[src/rtl/trigger_pkg.sv]
// -----------------------------------------------------------------------------
// trigger_pkg
// Shared definitions for the multi_trigger block: the FSM state encoding, the
// default parameter values, and a small helper to size the cycle counters.
// -----------------------------------------------------------------------------
package trigger_pkg;

  typedef enum logic [1:0] {
    READY  = 2'd0,
    INC    = 2'd1,
    SETTLE = 2'd2,
    BLOCK  = 2'd3
  } state_e;

  localparam int DEF_CHANNELS        = 6;
  localparam int DEF_DEBOUNCE_CYCLES = 10240;
  localparam int DEF_SETTLE_CYCLES   = 16;
  localparam int DEF_REPEAT_CYCLES   = 512000;

  // Largest of three values; used to size a counter that never wraps.
  function automatic int max3(input int a, input int b, input int c);
    int m;
    m = (a > b) ? a : b;
    return (m > c) ? m : c;
  endfunction

endpackage

[src/rtl/trigger_sync_edge.sv]
// -----------------------------------------------------------------------------
// trigger_sync_edge
// One trigger channel: a 2-flop synchronizer for the raw asynchronous level,
// plus the "previous" register used by the top level for rising-edge detect.
//
// Ports:
//   clk        system clock
//   reset_n    asynchronous active-low reset
//   trigger    raw asynchronous trigger level
//   prev_load  when high, prev takes the current synchronized value
//   sync       second synchronizer stage (the clean level)
//   prev       remembered level for edge detection
// -----------------------------------------------------------------------------
module trigger_sync_edge (
  input  logic clk,
  input  logic reset_n,
  input  logic trigger,
  input  logic prev_load,
  output logic sync,
  output logic prev
);

  logic meta_q;
  logic sync_q;
  logic prev_q;
  logic prev_d;

  // prev is frozen while the FSM is busy so that activity during the lockout
  // never looks like a fresh edge once READY is re-entered.
  always_comb begin
    prev_d = prev_q;
    if (prev_load) prev_d = sync_q;
  end

  // NOTE: sequential state uses non-blocking (<=) so every flop samples the
  // pre-edge values; combinational blocks use blocking (=).
  always_ff @(posedge clk or negedge reset_n) begin
    if (!reset_n) begin
      meta_q <= 1'b0;
      sync_q <= 1'b0;
      prev_q <= 1'b0;
    end else begin
      meta_q <= trigger;
      sync_q <= meta_q;
      prev_q <= prev_d;
    end
  end

  assign sync = sync_q;
  assign prev = prev_q;

endmodule

[src/rtl/multi_trigger.sv]
// -----------------------------------------------------------------------------
// multi_trigger
// Multi-channel trigger front end. Rising edges on the synchronized trigger
// inputs produce a one-cycle inc_mask pulse, followed after a settle delay by a
// one-cycle ref_clk pulse, then a debounce lockout during which all trigger
// activity is ignored.
//
// Compile-time option:
//   TRIGGER_REPEAT_EN  when defined, a channel held high in READY re-fires
//                      every REPEAT_CYCLES (auto-repeat).
//
// Ports:
//   clk       system clock
//   reset_n   asynchronous active-low reset
//   trigger   raw asynchronous trigger levels, active high
//   inc_mask  one-cycle pulse, bit i = increment channel i
//   ref_clk   one-cycle output-refresh pulse
//   busy      high in every state except READY
// -----------------------------------------------------------------------------
module multi_trigger
  import trigger_pkg::*;
#(
  parameter int CHANNELS        = DEF_CHANNELS,
  parameter int DEBOUNCE_CYCLES = DEF_DEBOUNCE_CYCLES,
  parameter int SETTLE_CYCLES   = DEF_SETTLE_CYCLES,
  parameter int REPEAT_CYCLES   = DEF_REPEAT_CYCLES
) (
  input  logic                clk,
  input  logic                reset_n,
  input  logic [CHANNELS-1:0] trigger,
  output logic [CHANNELS-1:0] inc_mask,
  output logic                ref_clk,
  output logic                busy
);

  localparam int CNT_W =
    $clog2(max3(DEBOUNCE_CYCLES, SETTLE_CYCLES, REPEAT_CYCLES) + 1);
  localparam logic [CNT_W-1:0] SETTLE_LAST   = CNT_W'(SETTLE_CYCLES - 1);
  localparam logic [CNT_W-1:0] DEBOUNCE_LAST = CNT_W'(DEBOUNCE_CYCLES - 1);

  state_e                state_q, state_d;
  logic [CNT_W-1:0]      cnt_q, cnt_d;
  logic [CHANNELS-1:0]   inc_mask_q, inc_mask_d;
  logic                  ref_clk_q, ref_clk_d;

  logic [CHANNELS-1:0]   sync;
  logic [CHANNELS-1:0]   prev;
  logic [CHANNELS-1:0]   new_edge;
  logic                  prev_load;

`ifdef TRIGGER_REPEAT_EN
  localparam logic [CNT_W-1:0] REPEAT_LAST = CNT_W'(REPEAT_CYCLES - 1);
  logic [CHANNELS-1:0]   held_q, held_d;
  logic [CNT_W-1:0]      rpt_q, rpt_d;
`endif

  // prev follows sync continuously in READY and is refreshed once more on the
  // final BLOCK cycle, so a level still high at BLOCK exit is not an edge.
  assign prev_load = (state_q == READY) ||
                     ((state_q == BLOCK) && (cnt_q == DEBOUNCE_LAST));

  for (genvar i = 0; i < CHANNELS; i++) begin : g_ch
    trigger_sync_edge u_sync_edge (
      .clk       (clk),
      .reset_n   (reset_n),
      .trigger   (trigger[i]),
      .prev_load (prev_load),
      .sync      (sync[i]),
      .prev      (prev[i])
    );
  end

  assign new_edge = sync & ~prev;

  always_comb begin
    // NOTE: every output of this block gets a default first, so no path
    // through the case leaves a signal unassigned and no latch is inferred.
    state_d    = state_q;
    cnt_d      = cnt_q;
    inc_mask_d = '0;
    ref_clk_d  = 1'b0;
`ifdef TRIGGER_REPEAT_EN
    held_d     = held_q;
    rpt_d      = '0;      // cleared in any state but a counting READY
`endif

    unique case (state_q)
      READY: begin
        if (new_edge != '0) begin
          inc_mask_d = new_edge;
          cnt_d      = '0;
          state_d    = INC;
`ifdef TRIGGER_REPEAT_EN
          held_d     = new_edge;
`endif
        end
`ifdef TRIGGER_REPEAT_EN
        else if ((sync & held_q) != '0) begin
          if (rpt_q == REPEAT_LAST) begin
            inc_mask_d = sync & held_q;
            held_d     = sync & held_q;
            cnt_d      = '0;
            state_d    = INC;
          end else begin
            rpt_d = rpt_q + 1'b1;
          end
        end
`endif
      end

      // inc_mask_q was loaded on entry, so it is high for exactly this cycle.
      INC: state_d = SETTLE;

      SETTLE: begin
        if (cnt_q == SETTLE_LAST) begin
          ref_clk_d = 1'b1;
          cnt_d     = '0;
          state_d   = BLOCK;
        end else begin
          cnt_d = cnt_q + 1'b1;
        end
      end

      BLOCK: begin
        if (cnt_q == DEBOUNCE_LAST) begin
          cnt_d   = '0;
          state_d = READY;
        end else begin
          cnt_d = cnt_q + 1'b1;
        end
      end

      default: state_d = READY;
    endcase
  end

  always_ff @(posedge clk or negedge reset_n) begin
    if (!reset_n) begin
      state_q    <= READY;
      cnt_q      <= '0;
      inc_mask_q <= '0;
      ref_clk_q  <= 1'b0;
`ifdef TRIGGER_REPEAT_EN
      held_q     <= '0;
      rpt_q      <= '0;
`endif
    end else begin
      state_q    <= state_d;
      cnt_q      <= cnt_d;
      inc_mask_q <= inc_mask_d;
      ref_clk_q  <= ref_clk_d;
`ifdef TRIGGER_REPEAT_EN
      held_q     <= held_d;
      rpt_q      <= rpt_d;
`endif
    end
  end

  assign inc_mask = inc_mask_q;
  assign ref_clk  = ref_clk_q;
  assign busy     = (state_q != READY);

endmodule

[config.mk]
export PLATFORM = sky130hd
export DESIGN_NAME = multi_trigger
export DESIGN_NICKNAME = d
export VERILOG_FILES = /design/src/rtl/trigger_pkg.sv /design/src/rtl/trigger_sync_edge.sv /design/src/rtl/multi_trigger.sv
export SDC_FILE = /design/constraint.sdc
export NUM_CORES = 1
export LEC_CHECK = 0
export ABC_CLOCK_PERIOD_IN_PS = 2990
export BUFFER_PORTS_ARGS = -buffer_cell sky130_fd_sc_hd__buf_2
export CAP_MARGIN = 20
export CELL_PAD_IN_SITES_DETAIL_PLACEMENT = 1
export CELL_PAD_IN_SITES_GLOBAL_PLACEMENT = 2
export CORE_ASPECT_RATIO = 0.75
export CORE_MARGIN = 2
export CORE_UTILIZATION = 41
export CTS_BUF_LIST = sky130_fd_sc_hd__clkbuf_2
export CTS_CLUSTER_SIZE = 12
export DETAILED_ROUTE_END_ITERATION = 8
export HOLD_SLACK_MARGIN = 0.1
export PLACE_DENSITY_LB_ADDON = 0.25
export SLEW_MARGIN = 0
export SYNTH_ARGS = -nofsm -noshare
export SYNTH_HDL_FRONTEND = slang
export SYNTH_SLANG_ARGS = --single-unit
[constraint.sdc]
create_clock -name clk -period 2.99 [get_ports clk]
set_input_delay 0.1495 -clock clk [delete_from_list [all_inputs] [get_ports clk]]
set_output_delay 0.1495 -clock clk [all_outputs]
set_load 0.005 [all_outputs]
==> impl_metrics.ini <==
[outcome]
outcome = completed

[timing]
rsz0062_at_grt = no
slew_viol_final = 0
worstMarginPinSlew_ns = 0.6236
fin_tns_setup_ns = 0
final-hold-violation-count = 0
max_freq_mhz = 389.4
period_share_pct = 85.90
slew_headroom_pct = 58.43
skew_ns = 0.008784
setup_viol_count_final = 0
period_minus_slack_ns = 2.568
setup_ws_ns = 0.4217

[grt]
gr-total-overflow = 0
grt_pass1_wl_microns = 9135
grt_max_degree = 47
antenna_found_initial = 0
grt_pass1_vias = 1820
gr-usage-all-layers_pct = 20.70

[synth]
yosysTopAreaCell = dfrtp_1
ys_types = 44
synth_fp_nets = 224
synth_edf_count = 0
synth_commonest_cells = dfrtp_1, nand2_1, nand3_1
syn_avg_cell_area_sq_um = 10.48
synth_area_sq_um = 2211
yosysTopAreaCellShare_pct = 52.07
yosys.cell_count.top_type = dfrtp_1
ys_warn_count = 0
synth_seq_cells = 46
synth_ff_type = dfrtp_1
synthTopCellsByArea = dfrtp_1, nand2_1, mux2_2
async_flop_share_pct = 100.0
synth_seq_area_share_pct = 52.07
syn-instance-count = 211

[power]
pwr_density_cell_nw_per_um2 = 735.2
peakVddDrop_uv = 344.2
seq_power_share_pct = 42.1
p_switching_uw = 725.0
cellLeakagePower_uw = 0.001129
intPower_uw = 1140
swShare_pct = 38.88
pwr-share-comb_pct = 39.3
pwr-share-clk_pct = 18.6

[min_path]
hold_class = input pin to asynchronous set/reset pin

[placement]
dp_cells = 299
place_hpwl_microns = 4015
numPortBuffers = 15
pre_cts_slack_ns = 0.5064
place_congestion = 0.8278
dpl_cell_area_sq_um = 2379

[clocking]
clkTransAtPathRegs_ns = 0.23
cts-root-buf = clkbuf_2
cts_tree = built
cts.htree.levels = 2
clock_path_buffers = 2
numCtsBuffers = 5
clock-sinks = 46
clk_latency_ns = 0.41
ctsResizeCount = 0

[routing]
avgViaCountPerCell = 5.724
first_iter_violations = 90
wl_microns = 5546
dr.pass1.iters = 4
vias = 1803
drcViolationCount = 0
antenna_left = 0
wire_per_inst_microns = 17.61

[critical_path]
crit_type = flop to flop
end_kind = flop
cp-start-kind = flop
reg2reg_to = cnt_q[4]$_DFFE_PN0P_
rr_startpoint = cnt_q[14]$_DFFE_PN0P_
worst_r2r_path_depth = 6
cp.required_ns = 3.32
crit_arrival_ns = 2.90
critPathMaxFanout = 11
r2r_slack_ns = 0.42

[flow_run]
cap_violations = 0

[cells_and_area]
fill_cells = 601
final_net_count = 252
fin_cells = 315
drive_above_1_share_pct = 17.50
seqCellArea_sq_um = 1151
num_antenna_cells = 0
final_util_pct = 48.16
multiInputGateArea_sq_um = 968.4
area_delta_synth_final_pct = 14.71
final_area_sq_um = 2536

[floorplanning]
io_pins = 16
die_h_microns = 67.60
die_w_microns = 88.79
num_rows = 23
dieArea_sq_um = 6002
coreArea_sq_um = 5266
initial_core_util_pct = 41.98
metal layers:
metal  vias to the layer above  wire length [microns]  global-route usage (%)
met5                         -                      0                       0
met3                         5                    263                   5.134
met2                        34                   2557                   33.21
met1                       913                   2681                   28.48
li1                        851                      -                       -
met4                         0                     43                   4.545
registers in the layout, summed over array words and instances (netlist names):
signal,cells
state_q,2
g_ch.u_sync_edge.meta_q,6
g_ch.u_sync_edge.prev,6
g_ch.u_sync_edge.sync,6
ref_clk,1
inc_mask,6
cnt_q,19
critical path, stage by stage (launching register included):
cell,delay (ns)
dfrtp_1,0.51
nor4_1,0.51
nand2_1,0.30
o31ai_1,0.37
buf_4,0.27
a21oi_1,0.18
a221o_1,0.36
stage by stage:
step	power, uW	hold WS, ns
finish	1865	0.1478
global route	2000	0.1239
CTS	1877	0.3426
detailed placement	1520	0.2592
global placement	1477	0.2579
floorplan	1261	-0.1461
cell usage in the layout (no fill, tap or decap), types with 2 or more instances in the layout:
cell	instances
nand4_1	6
dfrtp_1	46
o21ai_0	5
a2111oi_0	2
and2_1	3
a221o_1	6
clkbuf_2	6
a21oi_1	8
mux2_2	6
o31a_1	3
nand3_1	11
buf_2	15
buf_4	7
inv_1	10
nor2_1	9
dlygate4sd3_1	7
nor3_1	4
a31oi_1	3
nor2b_1	2
o311ai_1	3
and3_1	7
nand2_1	26
o211ai_1	8
nor4_1	4
or3_1	4
o221ai_1	4
ha_1	5
cell families after synthesis:
family | after synthesis | share of synthesized area (%)
AOI/OAI and AO/OA | 53 | 18.90
buffers and inverters | 19 | 4.131
and+or+nand+nor | 82 | 19.02
muxes | 6 | 3.056
DFF | 46 | 52.07
adders and majority gates | 5 | 2.830
cell type report:
type | count | area share [%]
Timing Repair Buffer | 30 | 8.584
Tap cell | 75 | 3.700
Multi-Input combinational cell | 146 | 38.18
Inverter | 10 | 1.480
Sequential cell | 46 | 45.39
Clock inverter | 2 | 1.480
Clock buffer | 6 | 1.184
power groups by stage:
stage	logic, uW	registers (uW)	clock network (uW)
5_1_grt	813	800	387
3_5_place_dp	722	799	0
3_3_place_gp	690	787	0
4_1_cts	731	786	361
2_1_floorplan	481	780	0
6_report	733	786	346
how the worst max path moves through the flow:
stage / slack, ns / depth (start not counted) / from / to
2_1_floorplan: 0.78 / 8 / state_q[0]$_DFFE_PN0P_ / cnt_q[11]$_DFFE_PN0P_
3_3_place_gp: 0.53 / 6 / cnt_q[14]$_DFFE_PN0P_ / cnt_q[4]$_DFFE_PN0P_
3_5_place_dp: 0.51 / 6 / cnt_q[5]$_DFFE_PN0P_ / cnt_q[10]$_DFFE_PN0P_
4_1_cts: 0.47 / 6 / cnt_q[5]$_DFFE_PN0P_ / cnt_q[10]$_DFFE_PN0P_
5_1_grt: 0.28 / 6 / cnt_q[14]$_DFFE_PN0P_ / cnt_q[4]$_DFFE_PN0P_
6_report: 0.42 / 6 / cnt_q[14]$_DFFE_PN0P_ / cnt_q[4]$_DFFE_PN0P_
timing repair:
action,4_1_cts,5_1_grt
buffers inserted,0,0
endpoints found under the hold margin,52,0
hold buffers,7,0
(Power assumes the default switching activity.)
